## src/rtl/wb_stage_pkg.sv

```systemverilog
// Shared definitions for the writeback stage: bus widths, constant words,
// write-enable levels, load funct3 codes and the FSM state encoding.
package wb_stage_pkg;

    localparam int REG_BUS_W      = 32;
    localparam int REG_ADDR_BUS_W = 5;

    localparam logic [REG_BUS_W-1:0]      ZERO_WORD     = 32'h0000_0000;
    localparam logic [REG_ADDR_BUS_W-1:0] ZERO_ADDR     = 5'd0;
    localparam logic                      WRITE_ENABLE  = 1'b1;
    localparam logic                      WRITE_DISABLE = 1'b0;

    // Load funct3 codes
    localparam logic [2:0] LD_LB  = 3'b000;
    localparam logic [2:0] LD_LH  = 3'b001;
    localparam logic [2:0] LD_LW  = 3'b010;
    localparam logic [2:0] LD_LBU = 3'b100;
    localparam logic [2:0] LD_LHU = 3'b101;

    typedef enum logic [1:0] {
        WB_IDLE  = 2'b00,
        WB_WAIT  = 2'b01,
        WB_WRITE = 2'b10
    } wb_state_e;

    // A write is only issued when rd is written and rd is not x0.
    function automatic logic wb_wen(input logic wreg, input logic [REG_ADDR_BUS_W-1:0] waddr);
        return wreg && (waddr != ZERO_ADDR);
    endfunction

endpackage

```

## src/rtl/wb_load_ext.sv

```systemverilog
// Load data aligner / extender (purely combinational).
// Ports:
//   rdata_i    [31:0] raw read word from data memory
//   funct3_i   [2:0]  load type (LB/LH/LW/LBU/LHU)
//   offset_i   [1:0]  byte offset of the load address
//   ext_data_o [31:0] aligned, sign/zero-extended result (0 for unknown funct3)
module wb_load_ext
    import wb_stage_pkg::*;
(
    input  logic [REG_BUS_W-1:0] rdata_i,
    input  logic [2:0]           funct3_i,
    input  logic [1:0]           offset_i,
    output logic [REG_BUS_W-1:0] ext_data_o
);

    logic [REG_BUS_W-1:0] shifted_s;

    // Move the addressed byte/halfword to bit 0 and extend per load type
    always_comb begin
        shifted_s  = rdata_i >> {offset_i, 3'b000};
        ext_data_o = ZERO_WORD;
        case (funct3_i)
            LD_LB:   ext_data_o = {{24{shifted_s[7]}}, shifted_s[7:0]};
            LD_LBU:  ext_data_o = {24'h00_0000, shifted_s[7:0]};
            LD_LH:   ext_data_o = {{16{shifted_s[15]}}, shifted_s[15:0]};
            LD_LHU:  ext_data_o = {16'h0000, shifted_s[15:0]};
            LD_LW:   ext_data_o = rdata_i;   // word loads are always aligned
            default: ext_data_o = ZERO_WORD;
        endcase
    end

endmodule

```

## src/rtl/wb_stage.sv

```systemverilog
// Writeback stage: takes one retiring instruction from the memory stage,
// waits for the data-memory response on loads, extends load data and issues
// exactly one single-cycle register-file write per instruction (never to x0).
// Optional feature macro: WB_LOAD_TIMEOUT_EN (abandon a load after
// LOAD_TIMEOUT cycles in WAIT and pulse load_err_o).
// Ports:
//   clk, rst              clock, synchronous active-high reset
//   flush_i               discard held and pending work
//   mem_*                 instruction presented by the memory stage
//   dmem_rvalid_i/rdata_i data-memory read response
//   stall_o               upstream hold while a load response is outstanding
//   we_o/waddr_o/wdata_o  register-file write port (registered)
//   load_err_o            load timeout pulse (0 without the feature)
module wb_stage
    import wb_stage_pkg::*;
#(
    parameter int LOAD_TIMEOUT = 255,
    parameter int TO_W         = 8
) (
    input  logic                      clk,
    input  logic                      rst,
    input  logic                      flush_i,
    input  logic                      mem_valid_i,
    input  logic                      mem_wreg_i,
    input  logic [REG_ADDR_BUS_W-1:0] mem_waddr_i,
    input  logic [REG_BUS_W-1:0]      mem_wdata_i,
    input  logic                      mem_is_load_i,
    input  logic [2:0]                mem_ld_funct3_i,
    input  logic [1:0]                mem_addr_lo_i,
    input  logic                      dmem_rvalid_i,
    input  logic [REG_BUS_W-1:0]      dmem_rdata_i,
    output logic                      stall_o,
    output logic                      we_o,
    output logic [REG_ADDR_BUS_W-1:0] waddr_o,
    output logic [REG_BUS_W-1:0]      wdata_o,
    output logic                      load_err_o
);

    // The timeout counter must be able to hold LOAD_TIMEOUT
    if (TO_W < 1 || LOAD_TIMEOUT < 1 || LOAD_TIMEOUT >= (1 << TO_W)) begin : g_param_check
        $error("wb_stage: TO_W too narrow for LOAD_TIMEOUT");
    end

    wb_state_e                 state_r, state_nx;
    logic                      we_r, we_nx;
    logic [REG_ADDR_BUS_W-1:0] waddr_r, waddr_nx;
    logic [REG_BUS_W-1:0]      wdata_r, wdata_nx;
    logic                      ld_wen_r, ld_wen_nx;
    logic [REG_ADDR_BUS_W-1:0] ld_waddr_r, ld_waddr_nx;
    logic [2:0]                ld_funct3_r, ld_funct3_nx;
    logic [1:0]                ld_off_r, ld_off_nx;
    logic [REG_BUS_W-1:0]      ld_ext_s;
`ifdef WB_LOAD_TIMEOUT_EN
    logic [TO_W-1:0]           to_cnt_r, to_cnt_nx;
    logic                      err_r, err_nx;
`endif

    wb_load_ext u_load_ext (
        .rdata_i    (dmem_rdata_i),
        .funct3_i   (ld_funct3_r),
        .offset_i   (ld_off_r),
        .ext_data_o (ld_ext_s)
    );

    // State and output registers
    always_ff @(posedge clk) begin
        if (rst) begin
            state_r     <= WB_IDLE;
            we_r        <= WRITE_DISABLE;
            waddr_r     <= ZERO_ADDR;
            wdata_r     <= ZERO_WORD;
            ld_wen_r    <= 1'b0;
            ld_waddr_r  <= ZERO_ADDR;
            ld_funct3_r <= 3'b000;
            ld_off_r    <= 2'b00;
`ifdef WB_LOAD_TIMEOUT_EN
            to_cnt_r    <= {TO_W{1'b0}};
            err_r       <= 1'b0;
`endif
        end else begin
            state_r     <= state_nx;
            we_r        <= we_nx;
            waddr_r     <= waddr_nx;
            wdata_r     <= wdata_nx;
            ld_wen_r    <= ld_wen_nx;
            ld_waddr_r  <= ld_waddr_nx;
            ld_funct3_r <= ld_funct3_nx;
            ld_off_r    <= ld_off_nx;
`ifdef WB_LOAD_TIMEOUT_EN
            to_cnt_r    <= to_cnt_nx;
            err_r       <= err_nx;
`endif
        end
    end

    // Next-state logic: flush beats a response, and a response is only
    // honoured in WAIT; WRITE accepts new work exactly like IDLE.
    always_comb begin
        state_nx     = state_r;
        we_nx        = WRITE_DISABLE;
        waddr_nx     = waddr_r;
        wdata_nx     = wdata_r;
        ld_wen_nx    = ld_wen_r;
        ld_waddr_nx  = ld_waddr_r;
        ld_funct3_nx = ld_funct3_r;
        ld_off_nx    = ld_off_r;
`ifdef WB_LOAD_TIMEOUT_EN
        to_cnt_nx    = to_cnt_r;
        err_nx       = 1'b0;
`endif
        if (flush_i) begin
            state_nx = WB_IDLE;
        end else if (state_r == WB_WAIT) begin
            if (dmem_rvalid_i) begin
                state_nx = WB_WRITE;
                we_nx    = ld_wen_r;
                waddr_nx = ld_waddr_r;
                wdata_nx = ld_ext_s;
`ifdef WB_LOAD_TIMEOUT_EN
            end else if (to_cnt_r == TO_W'(LOAD_TIMEOUT - 1)) begin
                // This is the LOAD_TIMEOUT-th WAIT cycle without a response
                state_nx = WB_IDLE;
                err_nx   = 1'b1;
            end else begin
                to_cnt_nx = to_cnt_r + TO_W'(1);
            end
`else
            end else begin
                state_nx = WB_WAIT;
            end
`endif
        end else if (mem_valid_i) begin
            if (mem_is_load_i) begin
                state_nx     = WB_WAIT;
                ld_wen_nx    = wb_wen(mem_wreg_i, mem_waddr_i);
                ld_waddr_nx  = mem_waddr_i;
                ld_funct3_nx = mem_ld_funct3_i;
                ld_off_nx    = mem_addr_lo_i;
`ifdef WB_LOAD_TIMEOUT_EN
                to_cnt_nx    = {TO_W{1'b0}};
`endif
            end else begin
                state_nx = WB_IDLE;
                we_nx    = wb_wen(mem_wreg_i, mem_waddr_i);
                waddr_nx = mem_waddr_i;
                wdata_nx = mem_wdata_i;
            end
        end else begin
            state_nx = WB_IDLE;
        end
    end

    assign stall_o = (state_r == WB_WAIT);
    assign we_o    = we_r;
    assign waddr_o = waddr_r;
    assign wdata_o = wdata_r;
`ifdef WB_LOAD_TIMEOUT_EN
    assign load_err_o = err_r;
`else
    assign load_err_o = 1'b0;
`endif

endmodule

```

## config.mk

```make
export PLATFORM = sky130hd
export DESIGN_NAME = wb_stage
export DESIGN_NICKNAME = d
export VERILOG_FILES = /design/src/rtl/wb_stage_pkg.sv /design/src/rtl/wb_load_ext.sv /design/src/rtl/wb_stage.sv
export SDC_FILE = /design/constraint.sdc
export NUM_CORES = 1
export LEC_CHECK = 0
export BUFFER_PORTS_ARGS = -buffer_cell sky130_fd_sc_hd__buf_2
export CAP_MARGIN = 25
export CORE_MARGIN = 10
export CORE_UTILIZATION = 53
export DETAILED_ROUTE_END_ITERATION = 8
export PLACE_DENSITY_LB_ADDON = 0.2
export SLEW_MARGIN = 20
export SYNTH_ARGS = -nofsm -noshare
export SYNTH_HDL_FRONTEND = slang
export SYNTH_SLANG_ARGS = --single-unit
```

## constraint.sdc

```tcl
create_clock -name clk -period 3.7 [get_ports clk]
set_input_delay 0.37 -clock clk [delete_from_list [all_inputs] [get_ports clk]]
set_output_delay 0.37 -clock clk [all_outputs]
set_load 0.05 [all_outputs]
```

# Yosys cells after proc, flatten, opt, wreduce, memory -nomap -nowiden

Cells that the tools add are included.

Input port bits: 81
Logic and storage cells: 42
Flip-flop bits (word level): 51
Output and inout port bits: 40

Equality and inequality tests: 7
Shift operators: 1
Bitwise operators: 2
Mux-type cells: 17
Reduce and logical (&&, ||, !) cells: 7

Operators by type and width:

| cell                 | count |
|---|---|
| $pmux W32 S5         | 1 |
| $mux W32             | 4 |
| $shr A32 B5 Y16      | 1 |
| $mux W5              | 4 |
| $reduce_and A4 Y1    | 2 |
| $eq A3 B3 Y1 const B | 2 |
| $mux W2              | 3 |
| $mux W1              | 5 |
| $reduce_bool A5 Y1   | 1 |
| $eq A3 B1 Y1 const B | 1 |
| $eq A3 B2 Y1 const B | 1 |
| $logic_not A3 Y1     | 1 |
| $eq A2 B1 Y1 const B | 1 |
| $ne A2 B1 Y1 const B | 1 |
| $ne A2 B2 Y1 const B | 1 |
| $not A1 Y1           | 2 |
| $reduce_bool A2 Y1   | 1 |
| $reduce_or A2 Y1     | 1 |
| $logic_and A1 B1 Y1  | 1 |

# Longest topological paths before layout

Gate-level depths: netlist (run 1).

Depth in word-level cells: 5
Mapped depth: 8
Mapped depth without buffers: 6

# Modules after synthesis

Synthesis (run 1) repeated with hierarchy kept, for this count alone.

Cells, all modules: 398
Area, all modules: 3291.9 um^2

Modules (own cells, without submodules):

| module      | cells an instance | area an instance (um^2) | times used | sequential area each (um^2) |
|---|---|---|---|---|
| wb_stage    | 270               | 2467.4                  | 1          | 1021.0 |
| wb_load_ext | 128               | 824.5                   | 1          | 0.0 |

# Worst setup path before layout (run 1)

OpenSTA, ideal clock, no wires.

Path kind: register to register
Start point: register state_r[1]
End point: register waddr_r[0], in the netlist waddr_o[0]
Data arrival time: 1.594 ns
Setup time: 0.091 ns
Stages on the path, launching flop included: 7
Required time: 3.609 ns
Period minus slack after synthesis: 1.685 ns
Path buffers: 2
Slack: 2.015 ns
Cells stage by stage: dfxtp_1 > nand2b_1 > buf_4 > inv_4 > clkbuf_1 > nand2_1 > a311oi_1

Longest elaborated chain between the ends: 3
Elaborated cells on any way between the ends: 6
Those cells by class: 3 x eq/ne; 1 x mux; 2 x reduce/logical

RTL lines:

| element                                              | line           | RTL |
|---|---|---|
| start, declared                                      | wb_stage.sv:44 | `wb_state_e state_r, state_nx;` |
| start signal, assigned                               | wb_stage.sv:81 | `state_r <= state_nx;` |
| $eq A2 B1 Y1 (*)                                     | n/a            |  |
| via stall_o                                          | wb_stage.sv:32 | `output logic stall_o,` |
| $ne A2 B2 Y1 (no line), or another cell as far along | n/a            |  |
| $reduce_and A4 Y1 (no line)                          | n/a            |  |
| end signal, assigned                                 | wb_stage.sv:83 | `waddr_r <= waddr_nx;` |
| end, declared                                        | wb_stage.sv:46 | `logic [REG_ADDR_BUS_W-1:0] waddr_r, waddr_nx;` |

Mark *: on every way through the listed nets, which the timed path passes. The rest lies on a longest branch.
A chain may end at the register's enable or synchronous reset.

# Final worst setup path (run 1)

Start point: register state_r[1]
End point: register wdata_r[17], in the netlist wdata_o[17]

Longest elaborated chain between the ends: 3
Elaborated cells on any way between the ends: 6
Those cells by class: 3 x eq/ne; 1 x mux; 2 x reduce/logical

RTL lines:

| element                                              | line            | RTL |
|---|---|---|
| $eq A2 B1 Y1 (*)                                     | wb_stage.sv:113 | `end else if (state_r == WB_WAIT) begin` |
| $ne A2 B2 Y1 (no line), or another cell as far along | n/a             |  |
| $reduce_and A4 Y1 (no line)                          | n/a             |  |
| end signal, assigned                                 | wb_stage.sv:84  | `wdata_r <= wdata_nx;` |
| end, declared                                        | wb_stage.sv:47  | `logic [REG_BUS_W-1:0] wdata_r, wdata_nx;` |

Every way passes the cells marked *; elsewhere a longest branch is shown, timed or not.

==> results.yml, run 1 <==
drt:
  firstDrtPassIters: 4
  drcViolationCount: 0
  num_vias: 3052
  wire_per_inst_um: 18.4
  drt_wl_total_mm: 9.90
  drt_iter0_drc: 190
  final_antenna_net_count: 0
  drt-vias-per-instance: 5.68
setup_path:
  required_ps: 3900
  worst-setup-path-type: "reg2reg"
  critical-path-max-stage-delay_ps: 500
  crit_fanout: 32
  crit_chain: "nand2b_2 > buf_4 > nand3b_2 > a21oi_4 > buf_4 > nor2_1 > a211oi_1"
  cp-end-kind: "flop"
  critPathSlowestCell: "a21oi_4"
  start_kind: "flop"
  worstPathArrival_ps: 2730
  critPathBufInv: 2
  crit_family: "buffers and inverters"
  crit_top_cell: "buf_4"
hold_path:
  holdCritPathClass: "in2reg"
logic_synthesis:
  synth_common_cells: "dfxtp_1, nor2_1, nand2_1"
  synth_compound_area_share_pct: 30.3
  seq_area_frac_synth_pct: 32.7
  synth_xor_xnor_area_share_pct: 0
  syn_avg_cell_area_um2: 8.50
  synth-edff-count: 0
  muxShareOfSynthArea_pct: 10.1
  yosys.area_share.simple_pct: 19.5
  synth_fp_nets: 448
  synth_flop_cell: "dfxtp_1"
  synth.most_common_cell: "dfxtp_1"
  synth_top_family_by_area: "compound AO/OA/AOI/OAI gates"
  synthDistinctLibCells: 51
  synth_area_leader_cell: "dfxtp_1"
  ys.warnings.count: 0
  syn_inst: 367
  synth-seq-cells: 51
  async_flop_share_pct: 0
  synth_area_um2: 3120
  netlist.area_leader.share_pct: 32.7
  synth_fa_ha_area_share_pct: 0
  yosys-top-cells-area: "dfxtp_1, mux2i_1, nor2_1, a21oi_1, mux4_2"
power:
  power.leakage_nw: 1.58
  power_mw: 1.33
  power.density_nw_per_um2: 353
  ir_worst_vdd_mv: 0.197
clocking:
  clock_sinks: 51
  ctsHtreeMaxLevel: 2
  cts_hold_buf: 0
  ctsRootBufferMaster: "clkbuf_8"
  cts_setup_buffers: 0
  cts_made_buffers: 5
  cts_tree: "built"
  path_clk_slew_ps: 100
  cts_resized: 0
  clockBufferDepth: 2
  insertion_delay_ps: 310
floorplan:
  die_area_um2: 9360
  start_util_pct: 55.6
  die-height_um: 96.7
  rows: 27
  ios: 121
  coreArea_um2: 5610
  die_w_um: 96.7
sta:
  final_max_slew_viol_count: 0
  clock_skew_ps: 8.33
  final.period_utilization_pct: 68.4
  tightest_slew_ps: 1020
  rsz0062_at_grt: "false"
  fin_crit_ps: 2530
  tns_ps: 0
  final-setup-viol-count: 0
  hold_viol: 0
  clock.fmax_ghz: 0.395
  slew_headroom_pct: 32.3
cells_and_area:
  nFillCells: 497
  layout-drive-gt1-share_pct: 37.2
  area_growth_pct: 21.1
  fin_nets: 545
  n_antenna_cell: 0
global_routing:
  grt_overflow_total: 0
  grt_usage_pct: 19.5
  grt_pass1_wl_mm: 15.8
  antenna_found_initial: 0
  grt_pass1_vias: 3125
  grt_max_degree: 52
place:
  io_buffers: 119
  place.detailed.hpwl_mm: 7.49
  gp_congestion: 0.921
status:
  outcome: "finished clean"
run:
  maxCapViolations: 0
worst paths after layout:
kind / start / to / slack (ps) / depth (start not counted)
worst max-delay path: state_r[1]$_SDFF_PP0_ / wdata_o[17]$_SDFFE_PP0P_ / 1170 / 7
worst min-delay path: mem_addr_lo_i[1] / ld_off_r[1]$_SDFFE_PP0P_ / 290 / 3
worst max register to register: state_r[1]$_SDFF_PP0_ / wdata_o[17]$_SDFFE_PP0P_ / 1170 / 7
worst min register to register: wdata_o[2]$_SDFFE_PP0P_ / wdata_o[2]$_SDFFE_PP0P_ / 460 / 2
cell type report:
cell class	count	area [um2]	area share [%]
clock buffers	5	68.8	1.82
clock inverters	3	46.3	1.22
inverters	8	32.5	0.861
multi-input cells	274	1880	49.8
flip-flops and latches	51	1020	27.0
well taps	72	90.1	2.38
repair buffers	124	641	16.9
kinds of logic after synthesis:
| group | after synthesis |
|---|---|
| multiplexers | 24 |
| AO/OA/AOI/OAI | 125 |
| AND/OR/NAND/NOR | 124 |
| flip-flops | 51 |
| other | 1 |
| buffers and inverters | 42 |
stage by stage:
step / hold slack (ps) / instances / worst slack [ps] / utilization, % / instance area, um2
floorplan: 420 / 367 / 2020 / - / 3120
global placement: 436 / 526 / 1330 / 64.8 / 3630
detailed placement: 445 / 529 / 1250 / 65.4 / 3660
CTS: 293 / 537 / 1210 / 67.4 / 3780
global route: 306 / 537 / 982 / 67.4 / 3780
finish: 293 / 537 / 1170 / 67.4 / 3780
flip-flops by register name, indices dropped and copies added (netlist names):
| signal | flops |
|---|---|
| ld_waddr_r | 5 |
| ld_wen_r | 1 |
| waddr_o | 5 |
| state_r | 2 |
| ld_funct3_r | 3 |
| wdata_o | 32 |
| ld_off_r | 2 |
| we_o | 1 |
report_power, final:
part,switching (mW),leakage [nW],internal [mW]
Sequential,0.0205,0.416,0.576
Clock,0.206,0.0548,0.204
Combinational,0.215,1.11,0.112
placed cells by master, fill, tap and decap left out, drive strengths merged, types with 9 or more instances in the layout:
master  count
buf       124
dfxtp      51
nor2       45
nand2      35
o21ai      32
a21oi      31
and2       18
a211oi     18
mux2i      17
a311oi     15
a22o       14
nor2b      10
inv         9
tightest hold or removal path, cell delays in order:
cell and delay (ps):
buf_2 70, mux2i_1 50, nor2_1 70
routing by layer:
layer  track usage [%]  vias up  routed length, um
met5                 0        -                  0
met4              5.41        0                161
met3              5.04       14                649
met2              33.0      116               4730
met1              23.7     1408               4360
li1                  -     1514                  -
(Power assumes the default switching activity.)
==> run 2: changes to the inputs <==
--- a/config.mk
+++ b/config.mk
@@ -5,10 +5,11 @@
 export SDC_FILE = /design/constraint.sdc
 export NUM_CORES = 1
 export LEC_CHECK = 0
+export ABC_AREA = 1
 export BUFFER_PORTS_ARGS = -buffer_cell sky130_fd_sc_hd__buf_2
 export CAP_MARGIN = 25
 export CORE_MARGIN = 10
-export CORE_UTILIZATION = 53
+export CORE_UTILIZATION = 49
 export DETAILED_ROUTE_END_ITERATION = 8
 export PLACE_DENSITY_LB_ADDON = 0.2
 export SLEW_MARGIN = 20
==> constraint.sdc (replaced) <==
create_clock -name clk -period 2.5 [get_ports clk]
set_input_delay 0.25 -clock clk [delete_from_list [all_inputs] [get_ports clk]]
set_output_delay 0.25 -clock clk [all_outputs]
set_load 0.05 [all_outputs]
==> run 2 against run 1 <==
Compared with the run above:
- sequential cell count unchanged
- register-to-register slack got worse by 630 ps
- critical path type unchanged
- global-route usage decreased by 1.1 points
- via count increased by 12%
- power increased by 53%
- area after synthesis increased by 0.28%
- routed wire length decreased by 3.7%
- die area increased by 6.7%
- clock-buffer cell count increased by 1
- clock skew decreased by 4.7 ps
- combinational power increased by 66%
- maximum frequency increased by 29%
- largest cell class unchanged
==> results.yml, run 2 <==
sta:
  hold_viol: 0
  slew_headroom_pct: 57.4
  final-setup-viol-count: 0
  clock.fmax_ghz: 0.509
  final.period_utilization_pct: 78.6
  tns_ps: 0
  tightest_slew_ps: 639
  final_max_slew_viol_count: 0
  rsz0062_at_grt: "false"
  clock_skew_ps: 3.64
  hold_slack_ps: 192
  fin_crit_ps: 1970
setup_path:
  reg2reg_depth: 9
  worst-setup-path-type: "reg2reg"
  crit_chain: "inv_1 > nor2_4 > buf_4 > nand2_1 > nand2_1 > nand2_2 > inv_2 > o21ai_0 > a21oi_2"
  cp-end-kind: "flop"
  crit_fanout: 30
  reg2reg_to: "wdata_o[29]$_SDFFE_PP0P_"
  worstPathArrival_ps: 2210
  critical-path-max-stage-delay_ps: 440
  worstReg2RegStart: "state_r[0]$_SDFF_PP0_"
  start_kind: "flop"
  critPathSlowestCell: "inv_2"
  required_ps: 2750
  crit_top_cell: "nand2_1"
  reg2reg_slack_ps: 530
clocking:
  clock_sinks: 51
  cts_resized: 0
  clockBufferDepth: 2
  cts_made_buffers: 5
  ctsRootBufferMaster: "clkbuf_8"
  cts_tree: "built"
  path_clk_slew_ps: 100
  cts_setup_buffers: 0
  cts_hold_buf: 0
  ctsHtreeMaxLevel: 2
  insertion_delay_ps: 310
cells_and_area:
  final_cell_mix: "buf_2, nand2_1, nor2_1"
  area_growth_pct: 21.8
  n_antenna_cell: 0
  layout-drive-gt1-share_pct: 29.6
  largest_reg_flops: 32
  nFillCells: 610
  fin_nets: 674
  final_area_um2: 3810
  layout_commonest_cell: "buf_2"
hold_path:
  min-delay-start: "rst"
  holdCritPathClass: "in2reg"
  hold_end: "wdata_o[3]$_SDFFE_PP0P_"
  whs_path_depth: 2
logic_synthesis:
  yosys-top-cells-area: "dfxtp_1, nand2_1, a21oi_1, nor2_1, o21ai_0"
  seq_area_frac_synth_pct: 32.6
  netlist.area_leader.share_pct: 32.6
  muxShareOfSynthArea_pct: 0
  syn_inst: 493
  synth_fp_nets: 574
  synth_area_um2: 3130
  ys.warnings.count: 0
  async_flop_share_pct: 0
  yosys.area_share.simple_pct: 28.5
  synthDistinctLibCells: 28
  synth.most_common_cell: "nand2_1"
  synth_area_leader_cell: "dfxtp_1"
  synth_top_family_by_area: "simple AND/OR/NAND/NOR gates"
  synth-seq-cells: 51
  synth-edff-count: 0
  synth_xor_xnor_area_share_pct: 0
  synth_common_cells: "nand2_1, nor2_1, a21oi_1"
  syn_avg_cell_area_um2: 6.35
  synth_fa_ha_area_share_pct: 0
  synth_flop_cell: "dfxtp_1"
  synth_compound_area_share_pct: 27.2
power:
  p_clk_share_pct: 30.4
  switchingPower_uw: 691
  power.density_nw_per_um2: 536
  power.leakage_nw: 1.85
  pwr-share-seq_pct: 43.1
  comb_power_share_pct: 26.5
  power_mw: 2.04
  switching_share_pct: 33.8
  p_int_mw: 1.35
  ir_worst_vdd_mv: 0.313
global_routing:
  antenna_found_initial: 0
  grt_pass1_wl_mm: 15.7
  grt_max_degree: 33
  grt_pass1_vias: 3352
  grt_overflow_total: 0
  grt_usage_pct: 18.4
floorplan:
  rows: 29
  die_w_um: 99.9
  die-height_um: 99.9
  ios: 121
  die_area_um2: 9980
  coreArea_um2: 6280
  start_util_pct: 49.9
run:
  maxCapViolations: 0
place:
  gp_congestion: 0.893
  place.detailed.hpwl_mm: 7.58
  io_buffers: 119
  post_dp_cell_area_um2: 3690
drt:
  final_antenna_net_count: 0
  wire_per_inst_um: 14.2
  firstDrtPassIters: 5
  drt-vias-per-instance: 5.08
  drt_iter0_drc: 226
  drcViolationCount: 0
  drt_wl_total_mm: 9.53
  num_vias: 3406
status:
  outcome: "finished clean"
## run 2: cell types whose count changed in the layout (fill, tap and decap cells not counted), moves of 17 or more
cell,previous run,this run
mux2i_1,17,0
and2_1,18,0
nor2_1,43,66
o21ai_0,9,46
a21oi_1,30,60
nand3_1,0,26
inv_1,7,37
nand2_1,35,102
## run 2: per-stage QoR
stage               instances  worst slack (ps)  util (%)
floorplan                 493               954         -
global placement          663               620      58.8
detailed placement        663               567      58.8
CTS                       671               529      60.7
global route              671               273      60.7
finish                    671               535      60.7
## run 2: how the worst max path moves through the flow
stage | from | to | cells past startpoint
6_report | state_r[0]$_SDFF_PP0_ | wdata_o[29]$_SDFFE_PP0P_ | 9
5_1_grt | state_r[0]$_SDFF_PP0_ | wdata_o[30]$_SDFFE_PP0P_ | 9
4_1_cts | state_r[0]$_SDFF_PP0_ | wdata_o[29]$_SDFFE_PP0P_ | 9
3_5_place_dp | state_r[0]$_SDFF_PP0_ | wdata_o[29]$_SDFFE_PP0P_ | 9
3_3_place_gp | state_r[0]$_SDFF_PP0_ | wdata_o[25]$_SDFFE_PP0P_ | 9
2_1_floorplan | state_r[0]$_SDFF_PP0_ | wdata_o[10]$_SDFFE_PP0P_ | 6
## run 2: cell type report
| class | count | area [um2] | share of cell area [%] |
|---|---|---|---|
| multi-input cells | 363 | 1750 | 45.8 |
| flip-flops and latches | 51 | 1020 | 26.8 |
| repair buffers | 127 | 656 | 17.2 |
| inverters | 45 | 171 | 4.50 |
| well taps | 77 | 96.3 | 2.53 |
| clock buffers | 6 | 82.6 | 2.17 |
| clock inverters | 2 | 38.8 | 1.02 |
## run 2: cells by family (layout without fill, tap and decap cells)
group | after synthesis | count (layout)
and+or+nand+nor | 208 | 208
DFF | 51 | 51
AOI/OAI and AO/OA | 154 | 154
other | 1 | 1
buffers and inverters | 79 | 180
## run 2: per-layer routing
metal	part of all wire [%]	vias up	wire (um)	GRT usage, %
met4	1.6	0	148	4.52
met2	41	150	3950	27.9
met3	12	14	1160	8.45
met5	0	-	0	0
li1	-	1793	-	-
met1	45	1449	4270	23.1
## run 2: power by group through the flow
stage                     clock, mW  sequential [mW]  combinational (mW)
after floorplan                   0             1.01               0.280
after global placement            0            0.899               0.534
after detailed placement          0            0.899               0.540
after CTS                     0.625            0.881               0.542
after global routing          0.655            0.886               0.602
final                         0.620            0.881               0.542
## run 2: worst max-delay path: cells and delay by family, from the launching register on
| kind | cells | cell delay, ps |
|---|---|---|
| DFF | 1 | 320 |
| AOI/OAI and AO/OA | 2 | 300 |
| buffers and inverters | 3 | 750 |
| and+or+nand+nor | 4 | 510 |
